===== config.mk =====
export PLATFORM = sky130hd
export DESIGN_NAME = cpu_multicycle
export DESIGN_NICKNAME = d
export VERILOG_FILES = /design/src/rtl/cpu_multicycle.sv
export SDC_FILE = /design/constraint.sdc
export NUM_CORES = 2
export LEC_CHECK = 0
export ABC_CLOCK_PERIOD_IN_PS = 12700
export CAP_MARGIN = 20
export CORE_ASPECT_RATIO = 1.2
export CORE_MARGIN = 5
export CORE_UTILIZATION = 42
export DETAILED_ROUTE_END_ITERATION = 10
export HOLD_SLACK_MARGIN = 0.02
export PLACE_DENSITY_LB_ADDON = 0.15
export REMOVE_ABC_BUFFERS = 1
export SYNTH_ARGS = -nofsm -noshare
export SYNTH_HDL_FRONTEND = slang
export SYNTH_SLANG_ARGS = --single-unit

===== constraint.sdc =====
create_clock -name clk -period 12.7 [get_ports clk]
set_input_delay 2.54 -clock clk [delete_from_list [all_inputs] [get_ports clk]]
set_output_delay 2.54 -clock clk [all_outputs]
set_load 0.01 [all_outputs]

===== src/rtl/cpu_multicycle.sv =====
`timescale 1ns/1ps
// cpu_multicycle
// Multi-cycle RV32I subset core: lw, sw, addi, add, sub, and, or, slt, beq, jal.
// A single shared memory port carries both instruction fetches and data accesses.
// Each instruction steps through FETCH -> DECODE -> EXEC [-> MEM [-> WB]].
// Any other encoding, or a memory request that waits too long, parks the core
// in HALT until reset.
//
// Ports
//   clk       rising-edge clock
//   n_reset   asynchronous active-low reset
//   memReq    memory request valid
//   memWe     1 = store, 0 = load/fetch
//   memAddr   byte address of the request
//   memWData  store data
//   memRData  load/fetch data, valid while memReady=1
//   memReady  request completes at the next rising edge
//   pc        address of the instruction currently executing
//   retire    one-cycle pulse when an instruction completes
//   halted    core stopped
module cpu_multicycle #(
  parameter logic [31:0] RESET_PC    = 32'h0000_0000,
  parameter int unsigned MEM_TIMEOUT = 0
) (
  input  logic        clk,
  input  logic        n_reset,
  output logic        memReq,
  output logic        memWe,
  output logic [31:0] memAddr,
  output logic [31:0] memWData,
  input  logic [31:0] memRData,
  input  logic        memReady,
  output logic [31:0] pc,
  output logic        retire,
  output logic        halted
);

  typedef enum logic [2:0] {FETCH, DECODE, EXEC, MEM, WB, HALT} state_t;

  state_t      stateReg, stateNext;
  logic [31:0] pcReg, pcNext;
  logic [31:0] irReg;
  logic [31:0] rs1Reg, rs2Reg, immReg;
  logic [31:0] addrReg, loadReg;
  logic [31:0] waitCntReg;
  logic [31:0] regFile [32];

  // Instruction fields
  logic [6:0] opcode, funct7;
  logic [4:0] rd, rs1, rs2;
  logic [2:0] funct3;
  assign opcode = irReg[6:0];
  assign rd     = irReg[11:7];
  assign funct3 = irReg[14:12];
  assign rs1    = irReg[19:15];
  assign rs2    = irReg[24:20];
  assign funct7 = irReg[31:25];

  logic isLw, isSw, isAddi, isAlu, isBeq, isJal, isLegal;
  assign isLw   = (opcode == 7'h03) && (funct3 == 3'b010);
  assign isSw   = (opcode == 7'h23) && (funct3 == 3'b010);
  assign isAddi = (opcode == 7'h13) && (funct3 == 3'b000);
  assign isAlu  = (opcode == 7'h33) &&
                  (((funct7 == 7'h00) && ((funct3 == 3'b000) || (funct3 == 3'b111) ||
                                          (funct3 == 3'b110) || (funct3 == 3'b010))) ||
                   ((funct7 == 7'h20) && (funct3 == 3'b000)));
  assign isBeq  = (opcode == 7'h63) && (funct3 == 3'b000);
  assign isJal  = (opcode == 7'h6F);
  assign isLegal = isLw | isSw | isAddi | isAlu | isBeq | isJal;

  // Sign-extended immediates; the format is picked by instruction class
  logic [31:0] immI, immS, immB, immJ, immSel;
  assign immI = {{20{irReg[31]}}, irReg[31:20]};
  assign immS = {{20{irReg[31]}}, irReg[31:25], irReg[11:7]};
  assign immB = {{19{irReg[31]}}, irReg[31], irReg[7], irReg[30:25], irReg[11:8], 1'b0};
  assign immJ = {{11{irReg[31]}}, irReg[31], irReg[19:12], irReg[20], irReg[30:21], 1'b0};
  assign immSel = isSw ? immS : (isBeq ? immB : (isJal ? immJ : immI));

  // ALU: addi shares the add path with the immediate as second operand
  logic [31:0] aluB, aluRes;
  always_comb begin
    aluB   = isAddi ? immReg : rs2Reg;
    aluRes = rs1Reg + aluB;
    if (isAlu) begin
      case (funct3)
        3'b000:  aluRes = funct7[5] ? (rs1Reg - rs2Reg) : (rs1Reg + rs2Reg);
        3'b111:  aluRes = rs1Reg & rs2Reg;
        3'b110:  aluRes = rs1Reg | rs2Reg;
        3'b010:  aluRes = {31'b0, $signed(rs1Reg) < $signed(rs2Reg)};
        default: aluRes = rs1Reg + rs2Reg;
      endcase
    end
  end

  // Timeout fires on the Nth consecutive unacknowledged cycle of a request
  logic timedOut;
  assign timedOut = (MEM_TIMEOUT != 0) && !memReady &&
                    (waitCntReg == 32'(MEM_TIMEOUT - 1));

  // Next state, next pc and memory-port outputs
  always_comb begin
    stateNext = stateReg;
    pcNext    = pcReg;
    memReq    = 1'b0;
    memWe     = 1'b0;
    memAddr   = '0;
    memWData  = '0;
    retire    = 1'b0;
    halted    = 1'b0;
    case (stateReg)
      FETCH: begin
        memReq  = 1'b1;
        memAddr = pcReg;
        if (memReady)      stateNext = DECODE;
        else if (timedOut) stateNext = HALT;
      end
      DECODE: stateNext = isLegal ? EXEC : HALT;
      EXEC: begin
        if (isLw || isSw) begin
          stateNext = MEM;
        end else begin
          retire    = 1'b1;
          stateNext = FETCH;
          if (isJal || (isBeq && (rs1Reg == rs2Reg))) pcNext = pcReg + immReg;
          else                                        pcNext = pcReg + 32'd4;
        end
      end
      MEM: begin
        memReq   = 1'b1;
        memAddr  = addrReg;
        memWe    = isSw;
        memWData = isSw ? rs2Reg : '0;
        if (memReady) begin
          if (isSw) begin
            retire    = 1'b1;
            pcNext    = pcReg + 32'd4;
            stateNext = FETCH;
          end else begin
            stateNext = WB;
          end
        end else if (timedOut) begin
          stateNext = HALT;
        end
      end
      WB: begin
        retire    = 1'b1;
        pcNext    = pcReg + 32'd4;
        stateNext = FETCH;
      end
      HALT:    halted = 1'b1;
      default: stateNext = HALT;
    endcase
    // The state register sits in FETCH while reset is held; keep the port quiet
    // until reset is released.
    if (!n_reset) begin
      memReq   = 1'b0;
      memWe    = 1'b0;
      memAddr  = '0;
      memWData = '0;
      retire   = 1'b0;
      halted   = 1'b0;
    end
  end

  always_ff @(posedge clk or negedge n_reset) begin
    if (!n_reset) begin
      stateReg   <= FETCH;
      pcReg      <= RESET_PC;
      irReg      <= '0;
      rs1Reg     <= '0;
      rs2Reg     <= '0;
      immReg     <= '0;
      addrReg    <= '0;
      loadReg    <= '0;
      waitCntReg <= '0;
    end else begin
      stateReg <= stateNext;
      pcReg    <= pcNext;
      if ((stateReg == FETCH) && memReady) irReg <= memRData;
      if (stateReg == DECODE) begin
        rs1Reg <= regFile[rs1];
        rs2Reg <= regFile[rs2];
        immReg <= immSel;
      end
      if (stateReg == EXEC) addrReg <= rs1Reg + immReg;
      if ((stateReg == MEM) && memReady) loadReg <= memRData;
      waitCntReg <= (memReq && !memReady) ? waitCntReg + 32'd1 : 32'd0;
    end
  end

  // Register file; x0 is never written so it always reads 0
  logic        regWe;
  logic [31:0] regWData;
  always_comb begin
    regWe    = 1'b0;
    regWData = aluRes;
    if ((stateReg == EXEC) && (isAddi || isAlu)) regWe = 1'b1;
    if ((stateReg == EXEC) && isJal) begin
      regWe    = 1'b1;
      regWData = pcReg + 32'd4;
    end
    if (stateReg == WB) begin
      regWe    = 1'b1;
      regWData = loadReg;
    end
    if (rd == 5'd0) regWe = 1'b0;
  end

  always_ff @(posedge clk or negedge n_reset) begin
    if (!n_reset) begin
      for (int i = 0; i < 32; i++) regFile[i] <= '0;
    end else if (regWe) begin
      regFile[rd] <= regWData;
    end
  end

  assign pc = pcReg;

endmodule


==> results.json <==
{
  "drtIter0Drc": 5417,
  "die_x_um": 391,
  "critical_path.top_delay_family": "buffers and inverters",
  "fill_cells": 15900,
  "portBuffers": 134,
  "cts.sinks": 1240,
  "finalHoldViolCount": 0,
  "slowest_stage": "or2_2",
  "postLayoutSetupSlackWorst_ps": 4550,
  "final_cell_mix": "dfrtp_1 (1230), nand2_1 (884), o21ai_0 (730)",
  "dr.pass1.iters": 5,
  "p_leak_uw": 0.0348,
  "rr_endpoint": "regFile[216]$_DFFE_PN0P_",
  "seq_power_share": 0.466,
  "cts_setup_buffers": 0,
  "required_ps": 10160,
  "antenna_left": 0,
  "synth_flop_cell": "dfrtp_1",
  "r2r-start": "irReg[2]$_DFFE_PN0P_",
  "cp.arrival_ps": 5610,
  "cts-root-buf": "clkbuf_16",
  "cp-startpoint": "memReady",
  "post_cts_resized": 0,
  "antenna_found_initial": 8,
  "pin_count": 135,
  "grt_use_total": 0.288,
  "area_delta_synth_final_pct": 11.4,
  "drv_cap": 0,
  "combPwrFrac": 0.043,
  "gp_congestion": 0.928,
  "fmax_mhz": 123,
  "swShare": 0.234,
  "vias": 54700,
  "rr_worst_depth": 21,
  "ys_ff_latch": 1240,
  "rows": 168,
  "status": "finished clean",
  "p_sw_uw": 2010,
  "critical_path_buf_inv_count": 3,
  "clockBufferDepth": 3,
  "skew_ps": 31.5,
  "p_int_uw": 6590,
  "holdBufCountCts": 0,
  "final_common_cell": "dfrtp_1",
  "worstSetupPathType": "input pin to primary output",
  "grt_pass1_vias": 54400,
  "wl_per_cell_um": 29.8,
  "crit_chain": "clkdlybuf4s50_1 > nand2b_1 > or2_2 > buf_4 > o31ai_1 > or2_2 > and2_1 > clkdlybuf4s50_1",
  "finalMaxSlewViolations": 0,
  "yosysSeqAreaShare": 0.423,
  "power_density_mw_per_mm2": 105,
  "whs_path_depth": 0,
  "start_util": 0.421,
  "synth_cells": 6606,
  "yosysWarningCount": 0,
  "syn_area_mm2": 0.0733,
  "nets": 6678,
  "gr-total-overflow": 0,
  "finalSetupTns_ps": 0,
  "min_to": "regFile[1004]$_DFFE_PN0P_",
  "finalCritPeriodShare": 0.641,
  "dp_slack_ps": 4590,
  "rsz0062_at_grt": "no",
  "hp-class": "flip-flop to flip-flop",
  "slew_headroom": 0.226,
  "die_h_um": 468,
  "detail_route.wirelength_um": 263000,
  "synth-async-reset-ratio": 1.00,
  "synth.distinct_cells": 101,
  "p_clk_frac": 0.491,
  "drive_gt1_frac": 0.230,
  "critPathMaxStageDelay_ps": 630,
  "multiInputGateArea_mm2": 0.0398,
  "crit_fanout": 35,
  "cp-end-kind": "primary output",
  "cts_tree": "built",
  "tightest_slew_ps": 1160,
  "clk_pin_slew_ps": 50,
  "htree_levels": 4,
  "die_area_mm2": 0.183,
  "drc": 0,
  "coreArea_mm2": 0.174,
  "vdd_drop_max_mv": 0.142,
  "min_from": "regFile[1004]$_DFFE_PN0P_",
  "setup-violations-final": 0,
  "clk_latency_ps": 800,
  "grt_max_degree": 163,
  "synth_edf_count": 0,
  "r2r_slack_ps": 7060,
  "viasPerCell": 6.18,
  "avgSynthCellArea_um2": 11.1,
  "hpwl_um": 166000,
  "seqCellArea_mm2": 0.0311,
  "grt_pass1_wl_um": 385000,
  "cp-start-kind": "input pin",
  "fin_crit_ps": 8150,
  "cts_buffers": 138
}
worst reg2reg max path, cell delays in order (launching register included):
cell,delay (ps)
dfrtp_1,400
nor3_1,520
nand2_1,190
nor3_4,180
buf_4,410
nand2_1,120
o21ai_0,90
ha_1,210
inv_1,70
fa_1,410
nor2b_1,230
o31ai_1,170
a21oi_1,370
a21oi_1,140
buf_4,200
o311ai_0,340
a21oi_1,130
xnor2_1,140
o221ai_1,440
a22oi_2,160
buf_4,250
mux2_2,340
cells by family (layout without fill, tap and decap cells):
family	after synthesis	count (layout)	synth area share
fa+ha+maj	207	207	0.0359
other cells	0	2	0
mux	1032	1032	0.255
simple gates	1571	1571	0.0920
flops	1240	1240	0.423
buf+inv	736	674	0.0401
xor+xnor	127	127	0.0152
compound gates	1693	1693	0.138
flip-flops by register name, summed over array words and instances (netlist names):
register	count
addrReg	32
immReg	21
irReg	32
loadReg	32
pc	32
regFile	1024
rs1Reg	32
rs2Reg	32
stateReg	3
cells in the mapped netlist (all sizes together), types with 18 or more instances:
| cell type | instances | area share |
|---|---|---|
| nand2b | 18 | 0.0015 |
| nand4 | 22 | 0.0021 |
| o21a | 19 | 0.0019 |
| inv | 129 | 0.0066 |
| o21ai | 834 | 0.059 |
| o211ai | 26 | 0.0027 |
| mux4 | 640 | 0.20 |
| a221oi | 25 | 0.0037 |
| dfrtp | 1240 | 0.42 |
| ha | 202 | 0.034 |
| buf | 149 | 0.0099 |
| nor2 | 322 | 0.017 |
| o22ai | 22 | 0.0019 |
| xor2 | 47 | 0.0056 |
| a21oi | 373 | 0.026 |
| a31oi | 33 | 0.0030 |
| and3 | 37 | 0.0032 |
| o31ai | 82 | 0.0088 |
| mux2i | 103 | 0.014 |
| a211oi | 38 | 0.0042 |
| nor4 | 18 | 0.0018 |
| nand2 | 913 | 0.047 |
| nand3 | 65 | 0.0044 |
| and2 | 51 | 0.0044 |
| a22o | 33 | 0.0039 |
| mux2 | 289 | 0.044 |
| clkbuf | 458 | 0.024 |
| nor3 | 47 | 0.0035 |
| xnor2 | 80 | 0.0096 |
| a21o | 94 | 0.0096 |
| nor2b | 22 | 0.0019 |
layout make-up:
| class | instances | share of cell area |
|---|---|---|
| well taps | 2295 | 0.0352 |
| flip-flops and latches | 1240 | 0.380 |
| clock inverters | 49 | 0.00798 |
| diodes | 2 | 0.0000613 |
| multi-input cells | 4630 | 0.487 |
| inverters | 129 | 0.00593 |
| clock buffers | 199 | 0.0499 |
| repair buffers | 297 | 0.0336 |
power groups by stage:
| stage | logic, µW | clock network, µW | registers [µW] |
|---|---|---|---|
| final | 374 | 4220 | 4000 |
| after global routing | 402 | 4450 | 4000 |
| after CTS | 379 | 4300 | 4000 |
| after detailed placement | 378 | 0 | 4080 |
| after global placement | 378 | 0 | 4080 |
| after floorplan | 153 | 0 | 4120 |
per-stage QoR:
stage / instance area, µm² / std cells / power (µW) / hold slack (ps) / utilization
2_1_floorplan: 70800 / 5999 / 4270 / 365 / -
3_3_place_gp: 76800 / 8584 / 4450 / 376 / 0.441
3_5_place_dp: 76900 / 8588 / 4450 / 383 / 0.442
4_1_cts: 81600 / 8836 / 8680 / 396 / 0.469
5_1_grt: 81600 / 8840 / 8850 / 410 / 0.469
6_report: 81700 / 8841 / 8600 / 392 / 0.469
routing by layer:
| layer | track usage | part of all wire | wire [µm] | vias up |
|---|---|---|---|---|
| li1 | - | - | - | 24000 |
| met4 | 0.101 | 0.039 | 10300 | 2 |
| met2 | 0.457 | 0.46 | 122000 | 2114 |
| met5 | 0 | 0.000049 | 13 | - |
| met3 | 0.0490 | 0.073 | 19300 | 383 |
| met1 | 0.401 | 0.42 | 112000 | 28200 |
worst max path at each step:
stage | to | slack (ps) | cells past startpoint
6_report | retire | 4550 | 8
5_1_grt | retire | 4440 | 8
4_1_cts | retire | 4580 | 8
3_5_place_dp | retire | 4590 | 8
3_3_place_gp | retire | 4550 | 8
2_1_floorplan | rs2Reg[0]$_DFFE_PN0P_ | 1240 | 4
Note: power is estimated with default switching activity, not from simulation.
